File: config.mk
export PLATFORM = sky130hd
export DESIGN_NAME = rf_stream_loader_flat
export DESIGN_NICKNAME = d
export VERILOG_FILES = /design/src/rtl/rf_stream_loader_pkg.sv /design/src/rtl/rf_stream_loader_if.sv /design/src/rtl/rf_addr_wrap.sv /design/src/rtl/rf_stream_loader.sv /design/src/flat_wrapper.sv
export SDC_FILE = /design/constraint.sdc
export NUM_CORES = 1
export LEC_CHECK = 0
export ABC_CLOCK_PERIOD_IN_PS = 2200
export CAP_MARGIN = 25
export CORE_UTILIZATION = 42
export CTS_BUF_LIST = sky130_fd_sc_hd__clkbuf_4
export CTS_CLUSTER_DIAMETER = 50
export CTS_CLUSTER_SIZE = 12
export DETAILED_ROUTE_END_ITERATION = 12
export GPL_TIMING_DRIVEN = 1
export PLACE_DENSITY = 0.83
export SETUP_SLACK_MARGIN = 0.1
export SLEW_MARGIN = 0
export SYNTH_ARGS = -nofsm -noshare
export SYNTH_HDL_FRONTEND = slang
export SYNTH_SLANG_ARGS = --single-unit
File: constraint.sdc
create_clock -name clk -period 2.2 [get_ports clk]
set_clock_uncertainty 0.15 [all_clocks]
set_input_delay 0.44 -clock clk [delete_from_list [all_inputs] [get_ports clk]]
set_output_delay 0.44 -clock clk [all_outputs]
set_load 0.01 [all_outputs]
File: src/rtl/rf_stream_loader_pkg.sv
// rf_stream_loader_pkg: shared register-file sizing and loader FSM state type.
package rf_stream_loader_pkg;
    localparam int phit_size    = 64;
    localparam int dwidth_RFadd = 4;
    localparam int depth_RF     = 16;

    typedef enum logic [1:0] {
        IDLE,
        LOAD,
        DONE
    } rf_ld_state_t;
endpackage

File: src/rtl/rf_stream_loader_if.sv
// rf_stream_loader_if: control, phit stream and register-file write port of the loader.
interface rf_stream_loader_if
    import rf_stream_loader_pkg::*;
#(
    parameter int PHIT = phit_size,
    parameter int AW   = dwidth_RFadd
);
    logic            start;
    logic [AW-1:0]   base_addr;
    logic [AW:0]     len;
    logic [PHIT-1:0] s_data;
    logic            s_valid;
    logic            s_last;
    logic            s_ready;
    logic [PHIT-1:0] rf_d_in;
    logic [AW-1:0]   rf_wr_addr;
    logic            rf_wen;
    logic            busy;
    logic            done;
    logic            err;
    logic [AW:0]     count;

    modport slave (
        input  start, base_addr, len, s_data, s_valid, s_last,
        output s_ready, rf_d_in, rf_wr_addr, rf_wen, busy, done, err, count
    );
    modport master (
        output start, base_addr, len, s_data, s_valid, s_last,
        input  s_ready, rf_d_in, rf_wr_addr, rf_wen, busy, done, err, count
    );
endinterface

File: src/rtl/rf_addr_wrap.sv
// rf_addr_wrap: loadable register-file pointer that increments and wraps to 0 after DEPTH-1.
module rf_addr_wrap
    import rf_stream_loader_pkg::*;
#(
    parameter int AW    = dwidth_RFadd,
    parameter int DEPTH = depth_RF
) (
    input  logic          clk,
    input  logic          rst,
    input  logic          load_i,
    input  logic [AW-1:0] load_val_i,
    input  logic          inc_i,
    output logic [AW-1:0] ptr_o
);
    localparam logic [AW-1:0] LAST = AW'(DEPTH - 1);
    logic [AW-1:0] ptr_q, ptr_d;
    always_comb ptr_d = load_i ? load_val_i : inc_i ? (ptr_q == LAST ? '0 : ptr_q + 1'b1) : ptr_q;
    always_ff @(posedge clk) ptr_q <= rst ? '0 : ptr_d;
    assign ptr_o = ptr_q;
endmodule

File: src/rtl/rf_stream_loader.sv
// rf_stream_loader: writes an accepted phit stream into consecutive register-file entries
// from a programmed base, wrapping at DEPTH, and pulses done/err when the load ends.
module rf_stream_loader
    import rf_stream_loader_pkg::*;
#(
    parameter int PHIT  = phit_size,
    parameter int AW    = dwidth_RFadd,
    parameter int DEPTH = depth_RF
) (
    input logic               clk,
    input logic               rst,
    rf_stream_loader_if.slave bus
);
    rf_ld_state_t    state_q;
    logic [AW:0]     len_q, count_q, count_d;
    logic [AW-1:0]   addr_q, ptr;
    logic [PHIT-1:0] data_q;
    logic            wen_q, err_q, accept, final_beat, len_ok, ptr_load;

    assign accept     = state_q == LOAD && bus.s_valid;
    assign count_d    = count_q + 1'b1;
    assign final_beat = count_d == len_q;
    assign len_ok     = bus.len != '0 && bus.len <= (AW+1)'(DEPTH);
    assign ptr_load   = state_q == IDLE && bus.start && len_ok;

    rf_addr_wrap #(.AW(AW), .DEPTH(DEPTH)) u_ptr (
        .clk       (clk),
        .rst       (rst),
        .load_i    (ptr_load),
        .load_val_i(bus.base_addr),
        .inc_i     (accept),
        .ptr_o     (ptr)
    );

    always_ff @(posedge clk) begin
        if (rst) begin
            state_q <= IDLE;
            len_q   <= '0;
            count_q <= '0;
            addr_q  <= '0;
            data_q  <= '0;
            wen_q   <= 1'b0;
            err_q   <= 1'b0;
        end else begin
            wen_q <= accept;
            if (accept) begin
                addr_q  <= ptr;
                data_q  <= bus.s_data;
                count_q <= count_d;
            end
            case (state_q)
                IDLE: if (bus.start) begin
                    state_q <= len_ok ? LOAD : DONE;
                    err_q   <= !len_ok;
                    if (len_ok) begin
                        len_q   <= bus.len;
                        count_q <= '0;
                    end
                end
                // A truncating s_last ends the load just like the final beat, but flags an error.
                LOAD: if (accept && (final_beat || bus.s_last)) begin
                    state_q <= DONE;
                    err_q   <= !(final_beat && bus.s_last);
                end
                DONE:    state_q <= IDLE;
                default: state_q <= IDLE;
            endcase
        end
    end

    assign bus.s_ready    = state_q == LOAD;
    assign bus.busy       = state_q != IDLE;
    assign bus.done       = state_q == DONE;
    assign bus.err        = state_q == DONE && err_q;
    assign bus.rf_wen     = wen_q;
    assign bus.rf_wr_addr = addr_q;
    assign bus.rf_d_in    = data_q;
    assign bus.count      = count_q;
endmodule
File: src/flat_wrapper.sv
// flat-port wrapper written by rule: the top's interface ports become plain ports
module rf_stream_loader_flat import rf_stream_loader_pkg::*;
#(
    parameter int PHIT  = phit_size,
    parameter int AW    = dwidth_RFadd,
    parameter int DEPTH = depth_RF
)
  (clk, rst, bus_start, bus_base_addr, bus_len, bus_s_data, bus_s_valid, bus_s_last, bus_s_ready, bus_rf_d_in, bus_rf_wr_addr, bus_rf_wen, bus_busy, bus_done, bus_err, bus_count);
  rf_stream_loader_if #(.PHIT(PHIT), .AW(AW)) bus_i ();
  input logic clk;
  input logic rst;
  input wire logic [$bits(bus_i.start)-1:0] bus_start;
  input wire logic [$bits(bus_i.base_addr)-1:0] bus_base_addr;
  input wire logic [$bits(bus_i.len)-1:0] bus_len;
  input wire logic [$bits(bus_i.s_data)-1:0] bus_s_data;
  input wire logic [$bits(bus_i.s_valid)-1:0] bus_s_valid;
  input wire logic [$bits(bus_i.s_last)-1:0] bus_s_last;
  output wire logic [$bits(bus_i.s_ready)-1:0] bus_s_ready;
  output wire logic [$bits(bus_i.rf_d_in)-1:0] bus_rf_d_in;
  output wire logic [$bits(bus_i.rf_wr_addr)-1:0] bus_rf_wr_addr;
  output wire logic [$bits(bus_i.rf_wen)-1:0] bus_rf_wen;
  output wire logic [$bits(bus_i.busy)-1:0] bus_busy;
  output wire logic [$bits(bus_i.done)-1:0] bus_done;
  output wire logic [$bits(bus_i.err)-1:0] bus_err;
  output wire logic [$bits(bus_i.count)-1:0] bus_count;
  assign bus_i.start = bus_start;
  assign bus_i.base_addr = bus_base_addr;
  assign bus_i.len = bus_len;
  assign bus_i.s_data = bus_s_data;
  assign bus_i.s_valid = bus_s_valid;
  assign bus_i.s_last = bus_s_last;
  assign bus_s_ready = bus_i.s_ready;
  assign bus_rf_d_in = bus_i.rf_d_in;
  assign bus_rf_wr_addr = bus_i.rf_wr_addr;
  assign bus_rf_wen = bus_i.rf_wen;
  assign bus_busy = bus_i.busy;
  assign bus_done = bus_i.done;
  assign bus_err = bus_i.err;
  assign bus_count = bus_i.count;
  rf_stream_loader #(.PHIT(PHIT), .AW(AW), .DEPTH(DEPTH)) u_core (.clk(clk), .rst(rst), .bus(bus_i));
endmodule
==> impl_metrics.yaml <==
run_status:
  run_status: "completed"
synthesis:
  syn_inst: 408
  synth_area_sq_mm: 0.00322
  yosys_warnings: 0
  ys_types: 28
  synth_area_per_cell_sq_um: 7.90
  synth-seq-cells: 86
  syn-num-nets: 488
  yosysSeqAreaShare: 0.534
place:
  place_congestion: 0.786
  dpl.hpwl_um: 6170
  dpl_cell_area_sq_mm: 0.00487
  portBuffers: 155
  dp.cells: 647
clock_network:
  post_cts_buffers: 0
  post_cts_resized: 5
  clk_pin_slew_worst_paths_ps: 130
  cts_tree: "yes"
  ctsHoldBuffers: 0
  htree_levels: 3
  cts_sinks: 86
  cts_buffers: 9
  clkLatencyLatePin_ps: 410
  clockRootBuffer: "clkbuf_4"
  cts_buffer_depth: 2
routing:
  drc_errors: 0
  wl_um: 8410
  wl_per_cell_um: 12.7
  vias: 3241
  ant_nets: 0
  dr.pass1.iters: 4
  drtIter0Drc: 109
  detail_route.vias_per_cell: 4.89
cells_and_area:
  instances_no_fill: 663
  n_antenna_cell: 0
  design_area_sq_mm: 0.00508
  drive_gt1_frac: 0.0638
  n_fill_cell: 578
  area_delta_synth_final_pct: 57.6
  nets: 639
worst_setup_path:
  critPathMaxFanout: 7
  cp_num_buf_inv: 1
  cp_num_cells: 1
  worst_ep_required_time_ps: 1610
  arrival_ps: 1410
  r2r_cells: 6
  critPathTopFamily: "buffers and inverters"
  cpMaxStageDelayCell: "clkdlybuf4s50_1"
  cp_cell_sequence: "clkdlybuf4s50_1"
  end_kind: "primary output"
  critPathKind: "flop to primary output"
  startpoint_type: "flop"
  critPathMaxStageDelay_ps: 570
die:
  rows: 31
  pin_count: 156
  core_sq_mm: 0.00733
  start_util: 0.440
  dieWidth_um: 89.6
  fp.dieH_um: 89.6
  die_area_sq_mm: 0.00803
worst_hold_path:
  min_delay_path_depth: 2
  hold_path.class: "primary input to flop"
run:
  drv_cap: 0
global_routing:
  grt_pass1_vias: 2895
  antenna_found_initial: 0
  grt_max_degree: 37
  grtUsageTotal: 0.206
  grt_pass1_wl_um: 12800
  grt-ovfl-total: 0
power_and_ir_drop:
  p_comb_frac: 0.127
  intPower_uw: 2550
  switching_share: 0.224
  p_sw_uw: 735
  cellLeakagePower_uw: 0.00179
  ir_worst_vdd_mv: 0.623
  pwr_density_cell_mw_per_mm2: 647
  p_clk_frac: 0.375
  seq_power_share: 0.498
sta:
  rsz0062_at_grt: "false"
  worst_pin_slew_ps: 391
  finalCritPeriodShare: 0.911
  timing.fmax_mhz: 499
  slew_headroom: 0.739
  drv_slew: 0
  hold_ws_ps: 295
  period_minus_slack_ps: 2000
  hold_viol_final: 0
  setup_viol_count_final: 0
-- power by group through the flow --
stage	logic, uW	registers (uW)	clock network (uW)
2_1_floorplan	149	1680	0
3_3_place_gp	415	1670	0
3_5_place_dp	421	1670	0
4_1_cts	419	1640	1260
5_1_grt	456	1640	1330
6_report	417	1640	1230
-- worst reg2reg max path: cells and delay by family (launching register included) --
family	cells	cell delay, ps
flip-flops	1	370
adder cells (fa/ha/maj)	1	270
AND/OR/NAND/NOR	1	340
AO/OA/AOI/OAI	4	650
-- placed cells by master (no fill, tap or decap), drive strengths merged, types with 4 or more instances in the layout --
master,n
bufinv,4
buf,13
clkbuf,10
nand2,155
xnor2,8
dfxtp,86
dlygate4sd2,4
nor2,16
clkdlybuf4s50,150
nand3,5
a21oi,79
xor2,4
-- Yosys cell counts --
cell	count	area (sq um)
nand2_1	155	582
dfxtp_1	86	1720
a21oi_1	79	395
nor2_1	16	60.1
buf_2	15	75.1
clkbuf_1	11	41.3
xnor2_1	8	70.1
nand3_1	5	25.0
xor2_1	4	35.0
a311oi_1	3	26.3
and2_1	3	18.8
inv_1	3	11.3
o21ai_0	3	15.0
a22oi_1	2	15.0
ha_1	2	25.0
a211oi_1	1	7.51
and2b_1	1	7.51
buf_6	1	11.3
nand2b_1	1	6.26
nand3b_1	1	7.51
nor2b_1	1	6.26
nor4_2	1	12.5
o2111ai_1	1	8.76
o21a_1	1	7.51
o21ba_1	1	10.0
o311a_1	1	10.0
or2_2	1	6.26
or3_1	1	6.26
-- final timing paths --
| kind | startpoint | endpoint | slack [ps] |
|---|---|---|---|
| worst max-delay path | u_core.bus.count[2] | bus_count[2] | 200 |
| worst min-delay path | rst | u_core.len_q[1] | 290 |
| worst max register to register | u_core.bus.count[0] | u_core.err_q | 320 |
| worst min register to register | u_core.bus.rf_d_in[27] | u_core.bus.rf_d_in[27] | 310 |
-- registers in the layout, indices dropped and copies added, names as in the netlist --
name / flops
u_core.bus.rf_wen: 1
u_core.bus.count: 5
u_core.bus.rf_wr_addr: 4
u_core.len_q: 5
u_core.err_q: 1
u_core.bus.rf_d_in: 64
u_core.state_q: 2
u_core.u_ptr.ptr_o: 4
-- per-stage QoR --
step	TNS (ps)	total power, uW	util	setup slack [ps]
after floorplan	0	1830	-	380
after global placement	-295	2080	0.665	-53.1
after detailed placement	-553	2090	0.665	-88.2
after CTS	0	3320	0.693	139
after global routing	0	3430	0.693	126
final	0	3290	0.693	196
-- kinds of logic after synthesis --
| family | after synthesis | share of synthesized area |
|---|---|---|
| buffers and inverters | 30 | 0.0431 |
| flip-flops | 86 | 0.534 |
| AO/OA/AOI/OAI | 92 | 0.154 |
| AND/OR/NAND/NOR | 186 | 0.229 |
| XOR/XNOR | 12 | 0.0326 |
| adder cells (fa/ha/maj) | 2 | 0.00776 |
-- cell type report --
type,instances,area [sq um],area share
Sequential cell,86,1730,0.340
Clock inverter,6,134,0.0263
Inverter,3,11.3,0.00222
Tap cell,99,124,0.0244
Multi-Input combinational cell,292,1370,0.269
Timing Repair Buffer,167,1640,0.324
Clock buffer,10,75.1,0.0148
-- layer usage --
layer	GRT usage	share of wire	up-vias
li1	-	-	1626
met1	0.244	0.43	1490
met2	0.348	0.48	113
met3	0.0667	0.080	12
met4	0.0765	0.015	0
met5	0	0	-
No activity file was read; power rests on OpenSTA's default activity.
